===== src/rtl/spi_readback_resp.sv =====
// SPI mode-0 slave that answers MMC register reads on MISO.
// SPI pins are oversampled in the clk domain; the read word comes from a local source.
module spi_readback_resp #(
    parameter int aw    = 8,
    parameter int dw    = 32,
    parameter int turn  = 8,
    parameter int nsync = 2
) (
    input  logic          clk,
    input  logic          rst,
    input  logic          SCLK,
    input  logic          CSB,
    input  logic          MOSI,
    output logic          MISO,
    output logic [aw-1:0] rd_addr,
    output logic          rd_strobe,
    input  logic [dw-1:0] rd_data,
    input  logic          rd_valid,
    output logic          timeout,
    output logic [15:0]   frame_cnt
);

    localparam int cw = $clog2(aw + dw + turn + 1);
    localparam logic [cw-1:0] one      = cw'(1);
    localparam logic [cw-1:0] aw_last  = cw'(aw - 1);
    localparam logic [cw-1:0] turn_end = cw'(turn);
    localparam logic [cw-1:0] dw_last  = cw'(dw - 1);

    typedef enum logic [2:0] {
        IDLE,
        ADDR,
        TURN,
        DATA,
        DONE
    } state_t;

    state_t state, state_nxt;

    logic [nsync-1:0] sclk_q, csb_q, mosi_q;
    logic             sclk_d;
    logic             sclk_s, csb_s, mosi_s;
    logic             rise, fall, cs_act;

    logic [cw-1:0] cnt, cnt_nxt;
    logic [aw-1:0] addr_sh, addr_sh_nxt;
    logic [dw-1:0] shreg, sh_nxt;
    logic          have_data, have_nxt;
    logic          miso_nxt;
    logic          ld_addr;
    logic          to_nxt;
    logic          frame_inc;

    // Idle pin levels are preloaded so reset release cannot fake an edge.
    always_ff @(posedge clk or posedge rst) begin
        if (rst) begin
            sclk_q <= '0;
            csb_q  <= '1;
            mosi_q <= '0;
            sclk_d <= 1'b0;
        end else begin
            sclk_q <= {sclk_q[nsync-2:0], SCLK};
            csb_q  <= {csb_q[nsync-2:0], CSB};
            mosi_q <= {mosi_q[nsync-2:0], MOSI};
            sclk_d <= sclk_s;
        end
    end

    assign sclk_s = sclk_q[nsync-1];
    assign csb_s  = csb_q[nsync-1];
    assign mosi_s = mosi_q[nsync-1];
    assign rise   = sclk_s & ~sclk_d;
    assign fall   = ~sclk_s & sclk_d;
    assign cs_act = ~csb_s;

    always_ff @(posedge clk or posedge rst) begin
        if (rst) begin
            state     <= IDLE;
            cnt       <= '0;
            addr_sh   <= '0;
            shreg     <= '0;
            have_data <= 1'b0;
            MISO      <= 1'b0;
            rd_addr   <= '0;
            rd_strobe <= 1'b0;
            timeout   <= 1'b0;
            frame_cnt <= '0;
        end else begin
            state     <= state_nxt;
            cnt       <= cnt_nxt;
            addr_sh   <= addr_sh_nxt;
            shreg     <= sh_nxt;
            have_data <= have_nxt;
            MISO      <= miso_nxt;
            rd_strobe <= ld_addr;
            timeout   <= to_nxt;
            if (ld_addr)
                rd_addr <= addr_sh_nxt;
            if (frame_inc)
                frame_cnt <= frame_cnt + 16'd1;
        end
    end

    always_comb begin
        state_nxt   = state;
        cnt_nxt     = cnt;
        addr_sh_nxt = addr_sh;
        sh_nxt      = shreg;
        have_nxt    = have_data;
        miso_nxt    = 1'b0;
        ld_addr     = 1'b0;
        to_nxt      = 1'b0;
        frame_inc   = 1'b0;
        unique case (state)
            IDLE: begin
                cnt_nxt = '0;
                if (cs_act)
                    state_nxt = ADDR;
            end
            ADDR: begin
                if (rise) begin
                    addr_sh_nxt = {addr_sh[aw-2:0], mosi_s};
                    cnt_nxt     = cnt + one;
                    if (cnt == aw_last) begin
                        ld_addr   = 1'b1;
                        cnt_nxt   = '0;
                        state_nxt = TURN;
                    end
                end
            end
            TURN: begin
                if (rd_valid && !have_data) begin
                    have_nxt = 1'b1;
                    sh_nxt   = rd_data;
                end
                if (rise)
                    cnt_nxt = cnt + one;
                // Data landing on the decision cycle itself is still on time.
                if (fall && cnt == turn_end) begin
                    cnt_nxt   = '0;
                    state_nxt = DATA;
                    if (have_nxt) begin
                        miso_nxt = sh_nxt[dw-1];
                    end else begin
                        sh_nxt   = '1;
                        miso_nxt = 1'b1;
                        to_nxt   = 1'b1;
                    end
                end
            end
            DATA: begin
                miso_nxt = MISO;
                if (fall) begin
                    sh_nxt   = {shreg[dw-2:0], 1'b0};
                    miso_nxt = shreg[dw-2];
                end
                if (rise) begin
                    cnt_nxt = cnt + one;
                    if (cnt == dw_last) begin
                        frame_inc = 1'b1;
                        state_nxt = DONE;
                    end
                end
            end
            DONE: begin
                miso_nxt = 1'b0;
            end
            default: begin
                state_nxt = IDLE;
            end
        endcase
        // Chip-select release aborts any frame and outranks a same-cycle edge.
        if (!cs_act) begin
            state_nxt = IDLE;
            cnt_nxt   = '0;
            have_nxt  = 1'b0;
            miso_nxt  = 1'b0;
            ld_addr   = 1'b0;
            to_nxt    = 1'b0;
            frame_inc = 1'b0;
        end
    end

endmodule


===== config.mk =====
export PLATFORM = sky130hd
export DESIGN_NAME = spi_readback_resp
export DESIGN_NICKNAME = d
export VERILOG_FILES = /design/src/rtl/spi_readback_resp.sv
export SDC_FILE = /design/constraint.sdc
export NUM_CORES = 1
export LEC_CHECK = 0
export BUFFER_PORTS_ARGS = -buffer_cell sky130_fd_sc_hd__buf_2
export CAP_MARGIN = 20
export CORE_UTILIZATION = 55
export CTS_BUF_LIST = sky130_fd_sc_hd__clkbuf_16
export DETAILED_ROUTE_END_ITERATION = 12
export PLACE_DENSITY_LB_ADDON = 0.3
export SLEW_MARGIN = 10
export SYNTH_ARGS = -nofsm -noshare
export SYNTH_HDL_FRONTEND = slang
export SYNTH_SLANG_ARGS = --single-unit

===== constraint.sdc =====
create_clock -name clk -period 8.1 [get_ports clk]
set_input_delay 2.025 -clock clk [delete_from_list [all_inputs] [get_ports clk]]
set_output_delay 2.025 -clock clk [all_outputs]
set_load 0.05 [all_outputs]

==> results.py <==
metrics = {
    "route": {
        "antenna_left": 0,
        "drtPass1Iterations": 6,
        "vias_per_cell": 5.53,
        "vias": 3035,
        "drc": 0,
        "drtIter0Drc": 223,
        "wl_mm": 7.91,
        "wl_per_cell_um": 14.4,
    },
    "yosys": {
        "ys_types": 46,
        "yosys_warnings": 0,
        "async_flop_share_pct": 100,
        "synth.cell_area_um2": 3860,
        "synth_edf_count": 0,
        "ys_seq_area_share_pct": 54.5,
        "ys_top_cells_by_area": "dfrtp_1, o21ai_0, mux2_2, a21oi_1, nand2_1",
        "syn_avg_cell_area_um2": 9.95,
        "ys_seq_elements": 84,
        "synth_top_cell_by_area": "dfrtp_1",
        "synth_cells": 388,
        "synthesis.nets": 429,
        "ys.flop_type": "dfrtp_1",
        "yosysTopAreaCellShare_pct": 53.1,
    },
    "setup_path": {
        "worstSetupPathType": "flop to output port",
        "cp_slowest_cell": "dfrtp_1",
        "cp_cell_sequence": "buf_2",
        "worst_path_largest_cell_delay_ns": 0.45,
        "arrival_ns": 1.09,
        "critical_path_buf_inv_count": 1,
        "critPathCaptureType": "output port",
        "critPathMaxFanout": 6,
        "critPathTopFamily": "flip-flops",
        "worstPathRequired_ns": 6.08,
        "critPathLaunchType": "flop",
    },
    "outcome": {
        "status": "completed",
    },
    "clock_tree": {
        "cts_resized": 0,
        "clk_latency_ns": 0.34,
        "ctsHoldBuffers": 0,
        "cts.sinks": 84,
        "root_buffer": "clkbuf_16",
        "cts_tree": "built",
        "max-clock-path-buffers": 2,
        "cts_setup_buffers": 0,
        "path_clk_slew_ns": 0.06,
        "h-tree-depth": 3,
        "cts_buffers": 9,
    },
    "global_routing": {
        "gr-usage-met2_pct": 37.0,
        "busiest_layer": "met2",
        "grt_max_degree": 85,
        "grt_pass1_wl_mm": 13.4,
        "use_met3_pct": 3.85,
        "gr-usage-all-layers_pct": 23.1,
        "antenna_found_initial": 0,
        "gr-usage-met1_pct": 31.2,
        "gr-total-overflow": 0,
        "grt_pass1_vias": 2885,
    },
    "sta": {
        "hold_viol": 0,
        "hold_ws_ns": 0.348,
        "finalSetupViolCount": 0,
        "post-route-period-util_pct": 38.4,
        "clock.fmax_mhz": 322,
        "rsz0062_at_grt": "false",
        "tns_ns": 0,
        "slew_viol_final": 0,
        "finalCriticalPeriod_ns": 3.11,
        "relSlewSlack_pct": 53.9,
        "fin_worst_skew_ns": 0.00781,
        "tightest_slew_ns": 0.691,
    },
    "cells_and_area": {
        "area_growth_pct": 20.2,
        "fin_nets": 489,
        "final_util_pct": 68.4,
        "final_cells": 549,
        "layout_commonest_cell": "dfrtp_1",
        "drive_above_1_share_pct": 26.0,
        "n_antenna_cell": 0,
        "layout_common_cells": "dfrtp_1, o21ai_0, buf_2",
    },
    "place": {
        "dp_hpwl_mm": 5.06,
        "port-buffer-count": 64,
        "place_inst": 530,
        "place_congestion": 0.860,
    },
    "worst_hold_path": {
        "hp-class": "flop to flop",
    },
    "floorplanning": {
        "die_width_um": 85.8,
        "die_h_um": 85.8,
        "rows": 30,
        "die-area_um2": 7360,
        "coreArea_um2": 6790,
        "initial_core_util_pct": 56.9,
        "ios": 65,
    },
    "power_and_ir_drop": {
        "power.density_nw_per_um2": 213,
        "peakVddDrop_mv": 0.159,
        "pwr-share-seq_pct": 46.6,
        "power.leakage_nw": 2.19,
        "p_comb_share_pct": 8.8,
        "intPower_uw": 754,
        "p_sw_uw": 234,
        "p_sw_share_pct": 23.7,
        "clock_power_share_pct": 44.6,
    },
    "job": {
        "drv_cap": 0,
    },
}
path summary, 6_finish.rpt:
check / to / depth (start not counted) / startpoint / slack, ns
setup reg to reg: rd_addr[3] / 4 / state[0] / 5.43
max in group asynchronous: shreg[16] / 4 / rst / 5.67
min in group asynchronous: frame_cnt[11] / 3 / rst / 1.82
hold reg to reg: mosi_q[1] / 0 / mosi_q[0] / 0.35
hold / removal: mosi_q[1] / 0 / mosi_q[0] / 0.35
setup / recovery: frame_cnt[6] / 1 / frame_cnt[6] / 4.99
area by class of cell:
type                    instances  area [um^2]
clock buffers                   9          225
clock inverters                 7         98.8
fillers                       529         2150
inverters                       8         31.3
multi-input cells             274         1660
flip-flops and latches         84         2100
well taps                      96          120
repair buffers                 71          404
metrics by stage:
stage | worst slack, ns | area (um^2) | power, mW
finish | 4.99 | 4640 | 0.987
floorplan | 3.91 | 3860 | 0.525
CTS | 4.88 | 4600 | 0.992
global route | 4.96 | 4640 | 1.02
detailed placement | 4.52 | 4270 | 0.553
global placement | 4.54 | 4260 | 0.550
flip-flops by register name, indices dropped and copies added (netlist names):
name,count
sclk_q,2
addr_sh,8
timeout,1
mosi_q,2
cnt,6
rd_addr,8
MISO,1
csb_q,2
sclk_d,1
shreg,32
have_data,1
state,3
frame_cnt,16
rd_strobe,1
power by group through the flow:
stage          registers [mW]  clock network (mW)  logic [mW]
6_report                0.461               0.440      0.0866
5_1_grt                 0.464               0.463      0.0972
4_1_cts                 0.460               0.446      0.0861
3_5_place_dp            0.468                   0      0.0850
3_3_place_gp            0.467                   0      0.0829
2_1_floorplan           0.457                   0      0.0681
kinds of logic after synthesis:
family          count (synthesis)  synth area share (%)
compound gates                129                  18.1
xor+xnor                       16                  3.63
fa+ha+maj                       3                 0.972
buf+inv                        30                  3.14
flops                          84                  54.5
mux                            19                  5.51
simple gates                  107                  14.1
cell usage after synthesis, types with 2 or more instances:
| master | number |
|---|---|
| dfrtp_1 | 82 |
| o21ai_0 | 72 |
| nand2_1 | 41 |
| a21oi_1 | 39 |
| clkbuf_1 | 19 |
| mux2_2 | 18 |
| nor2_1 | 17 |
| xnor2_1 | 15 |
| nand3_1 | 12 |
| inv_1 | 8 |
| nand2b_1 | 6 |
| and3_1 | 5 |
| nand4_1 | 5 |
| nor2b_1 | 4 |
| nor3_1 | 4 |
| a31oi_1 | 3 |
| ha_1 | 3 |
| a211oi_1 | 2 |
| a31o_2 | 2 |
| dfstp_2 | 2 |
| nand3b_1 | 2 |
| nor3b_1 | 2 |
| o31ai_1 | 2 |
metal layers:
metal | vias up | part of all wire, %
li1 | 1489 | -
met1 | 1455 | 47
met2 | 79 | 47
met3 | 12 | 4.2
met4 | 0 | 1.9
met5 | - | 0
Power figures use the tool's default switching activity.
